File: config.mk
export PLATFORM = sky130hd
export DESIGN_NAME = board_scanner
export DESIGN_NICKNAME = d
export VERILOG_FILES = /design/src/rtl/board_scanner.sv
export SDC_FILE = /design/constraint.sdc
export NUM_CORES = 1
export LEC_CHECK = 0
export ABC_CLOCK_PERIOD_IN_PS = 2000
export CAP_MARGIN = 10
export CORE_ASPECT_RATIO = 2
export CORE_MARGIN = 2
export CORE_UTILIZATION = 35
export CTS_CLUSTER_SIZE = 14
export DETAILED_ROUTE_END_ITERATION = 10
export GPL_ROUTABILITY_DRIVEN = 0
export HOLD_SLACK_MARGIN = 0.1
export PLACE_DENSITY = 0.64
export SLEW_MARGIN = 5
export SYNTH_ARGS = -nofsm -noshare
export SYNTH_HDL_FRONTEND = slang
export SYNTH_SLANG_ARGS = --single-unit
File: constraint.sdc
create_clock -name clock -period 2 [get_ports clock]
set_input_delay 0.2 -clock clock [delete_from_list [all_inputs] [get_ports clock]]
set_output_delay 0.2 -clock clock [all_outputs]
set_load 0.05 [all_outputs]
File: src/rtl/board_scanner.sv
// Sweeps the 10x10 Othello board RAM once per start request and tallies cell
// classes, producing piece/empty/border counts, the winner and a border check.
module board_scanner #(
    parameter int CELLS      = 100,
    parameter int ADDR_W     = 7,
    parameter int RD_LAT     = 1,
    parameter int BORDER_EXP = 36
) (
    input  logic              clock,
    input  logic              reset,
    input  logic              start,
    input  logic [1:0]        q,
    output logic              ctrl_mem,
    output logic              rden,
    output logic [ADDR_W-1:0] addr,
    output logic              busy,
    output logic              done,
    output logic [6:0]        black_cnt,
    output logic [6:0]        white_cnt,
    output logic [6:0]        empty_cnt,
    output logic [6:0]        border_cnt,
    output logic [1:0]        winner,
    output logic              border_err
);

    typedef enum logic [1:0] {
        ST_IDLE,
        ST_READ,
        ST_DRAIN,
        ST_DONE
    } state_t;

    localparam logic [ADDR_W-1:0] LAST_ADDR = ADDR_W'(CELLS - 1);

    state_t              state_q, state_d;
    logic                ctrl_mem_q, ctrl_mem_d;
    logic                rden_q, rden_d;
    logic [ADDR_W-1:0]   addr_q, addr_d;
    logic                busy_q, busy_d;
    logic                done_q, done_d;
    logic [6:0]          black_q, black_d;
    logic [6:0]          white_q, white_d;
    logic [6:0]          empty_q, empty_d;
    logic [6:0]          border_q, border_d;
    logic [1:0]          winner_q, winner_d;
    logic                border_err_q, border_err_d;
    logic [RD_LAT-1:0]   valid_q, valid_d;

    always_ff @(posedge clock) begin
        if (reset) begin
            state_q      <= ST_IDLE;
            ctrl_mem_q   <= 1'b0;
            rden_q       <= 1'b0;
            addr_q       <= '0;
            busy_q       <= 1'b0;
            done_q       <= 1'b0;
            black_q      <= '0;
            white_q      <= '0;
            empty_q      <= '0;
            border_q     <= '0;
            winner_q     <= '0;
            border_err_q <= 1'b0;
            valid_q      <= '0;
        end else begin
            state_q      <= state_d;
            ctrl_mem_q   <= ctrl_mem_d;
            rden_q       <= rden_d;
            addr_q       <= addr_d;
            busy_q       <= busy_d;
            done_q       <= done_d;
            black_q      <= black_d;
            white_q      <= white_d;
            empty_q      <= empty_d;
            border_q     <= border_d;
            winner_q     <= winner_d;
            border_err_q <= border_err_d;
            valid_q      <= valid_d;
        end
    end

    // The valid pipe mirrors the RAM latency so its tail marks the cycle q belongs to a read.
    always_comb begin
        valid_d[0] = rden_q;
        for (int i = 1; i < RD_LAT; i++) begin
            valid_d[i] = valid_q[i-1];
        end
    end

    always_comb begin
        state_d      = state_q;
        ctrl_mem_d   = ctrl_mem_q;
        rden_d       = rden_q;
        addr_d       = addr_q;
        busy_d       = busy_q;
        done_d       = done_q;
        black_d      = black_q;
        white_d      = white_q;
        empty_d      = empty_q;
        border_d     = border_q;
        winner_d     = winner_q;
        border_err_d = border_err_q;

        if (valid_q[RD_LAT-1]) begin
            case (q)
                2'b00:   empty_d  = empty_q + 7'd1;
                2'b01:   black_d  = black_q + 7'd1;
                2'b10:   white_d  = white_q + 7'd1;
                default: border_d = border_q + 7'd1;
            endcase
        end

        case (state_q)
            ST_IDLE: begin
                if (start) begin
                    state_d      = ST_READ;
                    black_d      = '0;
                    white_d      = '0;
                    empty_d      = '0;
                    border_d     = '0;
                    winner_d     = '0;
                    border_err_d = 1'b0;
                    addr_d       = '0;
                    rden_d       = 1'b1;
                    ctrl_mem_d   = 1'b1;
                    busy_d       = 1'b1;
                end
            end
            ST_READ: begin
                if (addr_q == LAST_ADDR) begin
                    state_d = ST_DRAIN;
                    rden_d  = 1'b0;
                end else begin
                    addr_d = addr_q + ADDR_W'(1);
                end
            end
            ST_DRAIN: begin
                // Counts are final once no returned data remains in flight.
                if (valid_q == '0) begin
                    state_d      = ST_DONE;
                    ctrl_mem_d   = 1'b0;
                    busy_d       = 1'b0;
                    done_d       = 1'b1;
                    border_err_d = (border_q != 7'(BORDER_EXP));
                    if (black_q > white_q) begin
                        winner_d = 2'b01;
                    end else if (white_q > black_q) begin
                        winner_d = 2'b10;
                    end else begin
                        winner_d = 2'b00;
                    end
                end
            end
            ST_DONE: begin
                if (!start) begin
                    state_d = ST_IDLE;
                    done_d  = 1'b0;
                end
            end
            default: begin
                state_d = ST_IDLE;
            end
        endcase
    end

    assign ctrl_mem   = ctrl_mem_q;
    assign rden       = rden_q;
    assign addr       = addr_q;
    assign busy       = busy_q;
    assign done       = done_q;
    assign black_cnt  = black_q;
    assign white_cnt  = white_q;
    assign empty_cnt  = empty_q;
    assign border_cnt = border_q;
    assign winner     = winner_q;
    assign border_err = border_err_q;

endmodule

==> flow_metrics.tcl <==
set metrics [dict create \
    hp-class "reg -> reg" \
    cts.clk_slew.worst_paths_ps 60 \
    rsz0062_at_grt "no" \
    cp_top_family "buffers and inverters" \
    maxCapViolCount 0 \
    powerDensity_nw_per_um2 915 \
    setup_viol 0 \
    crit_path_top_delay_cell "clkdlybuf4s50_1" \
    synth_cell_types 46 \
    dpl.hpwl_um 3960 \
    netlist_area_um2 2280 \
    fin_crit_sh_pct 89.1 \
    instances_no_fill 396 \
    fin_ws_ps 218 \
    cts_buffer_depth 2 \
    drc_errors 0 \
    num-nets-final 333 \
    grt_start_max_net_pins 29 \
    areaGrowthSynthToFinish_pct 30.8 \
    layout_min_cycle_time_ps 1780 \
    fp.coreArea_um2 6310 \
    post_cts_buffers 0 \
    placed_area_um2 2830 \
    vias 1962 \
    most-common-layout-cells "clkdlybuf4s50_1 (46), dfxtp_1 (44), nor2_1 (34)" \
    antenna_found_initial 0 \
    cts_root_buf "clkbuf_16" \
    worstMarginPinSlew_ps 510 \
    rows 41 \
    clock_sinks 44 \
    status "finished clean" \
    cts_tree "yes" \
    die_h_um 118 \
    drive_above_1_share_pct 5.48 \
    diodes 0 \
    pin_count 47 \
    synth_area_per_cell_um2 8.70 \
    synth_cells 262 \
    grt_pass1_vias 1831 \
    routedWlPerCell_um 12.9 \
    detail_route.vias_per_cell 4.95 \
    grt_usage_pct 15.6 \
    peakVddDrop_v 0.000631 \
    cp-start-kind "register" \
    worstPathArrival_ps 1580 \
    dr.pass1.iters 4 \
    clk_latency_ps 290 \
    numCtsBuffers 5 \
    path_class "reg -> out" \
    endpoint_kind "output port" \
    finClkSkew_ps 3.81 \
    required_ps 1800 \
    overflow 0 \
    synth-seq-area-share_pct 38.7 \
    leakagePower_nw 1.06 \
    cp_cell_sequence "clkdlybuf4s50_1" \
    relSlewSlack_pct 65.9 \
    grt_pass1_wl_um 8490 \
    final_hold_viol_count 0 \
    cp_max_fo 6 \
    place.port_buffers 46 \
    final_area_um2 2980 \
    layout_commonest_cell "clkdlybuf4s50_1" \
    critPathBufInv 1 \
    ys.warnings.count 0 \
    worst_path_largest_cell_delay_ps 850 \
    tns_ps 0 \
    die_w_um 61.1 \
    cts_hold_buf 0 \
    floorplan.initialDensity_pct 36.1 \
    synth-seq-cells 44 \
    dp_slack_ps 233 \
    synth_nets 285 \
    finalMaxSlewViolations 0 \
    place_inst 389 \
    drt_wl_total_um 5120 \
    die-area_um2 7210 \
    fmax_mhz 561 \
    ctsResizeCount 0 \
    htreeDepth 2 \
    drt_iter0_markers 48 \
    final_util_pct 47.2 \
    ant_nets 0 \
]
==> worst paths after layout <==
kind / from / endpoint / slack [ps] / cells past startpoint
worst max-delay path: black_cnt[2] / black_cnt[2] / 220 / 1
worst min-delay path: done / done / 480 / 2
worst min register to register: done / done / 480 / 2
worst max register to register: state_q[0] / addr[2] / 260 / 6
==> power breakdown <==
part	leakage [nW]	internal (mW)	switching [mW]
sequential	0.356	0.943	0.0836
combinational	0.624	0.317	0.533
clock	0.0760	0.524	0.327
total	1.06	1.78	0.944
==> layout make-up <==
cell class,count,area [um^2]
tap,86,108
sequential,44,881
inverter,14,52.6
timing repair buffer,49,483
fill,622,3330
multi-input combinational,196,1300
clock buffer,7,153
==> per-layer routing <==
layer  vias to the layer above  GRT usage [%]  share of wire (%)
met5                         -              0                  0
met2                        39           28.6                 57
met4                         0           8.15                2.9
met3                        11           2.97                3.0
li1                       1001              -                  -
met1                       911           15.2                 37
==> sequential cells by signal, summed over array words and instances, names as in the netlist <==
signal	count
state_q	2
white_cnt	7
black_cnt	7
border_cnt	7
valid_q	1
winner	2
rden	1
border_err	1
done	1
addr	7
busy	1
empty_cnt	7
==> through the flow <==
stage	hold WS, ps	power, mW
5_1_grt	517	2.90
6_report	478	2.73
2_1_floorplan	441	1.67
3_5_place_dp	462	1.90
3_3_place_gp	465	1.90
4_1_cts	483	2.77
==> worst min-delay path: stages, from the launching register on <==
cell and delay [ps]:
dfxtp_1 320, nand2_1 60, a21oi_1 50
==> cells in the mapped netlist (all sizes together) <==
library cell   n  area share, %
dfxtp         44             39
nor2          34            5.6
nand2         21            3.5
ha            18            9.9
xnor2         17            6.5
a21oi         16            3.5
inv           13            2.1
o21ai         12            2.6
nand3          9            2.0
nor3           9            2.0
or3            8            2.2
buf            7            1.6
mux2i          5            2.4
nand4          5            1.4
nor2b          4            1.1
xor2           4            1.5
a211oi         3           0.99
nand2b         3           0.82
a31oi          2            1.2
and2           2           0.55
and3           2           0.55
and3b          2           0.77
nand3b         2           0.66
nor3b          2           0.88
o21a           2           0.66
a21o           1           0.33
a221o          1           0.44
a22o           1           0.38
a31o           1           0.38
and4bb         1           0.55
clkbuf         1           0.16
clkinv         1           0.16
nand4b         1           0.66
nand4bb        1           0.49
nor4           1           0.55
nor4bb         1           0.44
o211ai         1           0.33
o21bai         1           0.33
o2bb2ai        1           0.38
o311a          1           0.44
or2            1           0.27
==> logic make-up (layout without fill, tap and decap cells) <==
kind of cell,after synthesis,count (layout),synth area share (%)
mux,5,5,2.36
compound gates,43,43,12.0
xor+xnor,21,21,8.07
flops,44,44,38.7
buf+inv,22,70,4.12
simple gates,109,109,24.9
fa+ha+maj,18,18,9.88
Power figures use the tool's default switching activity.
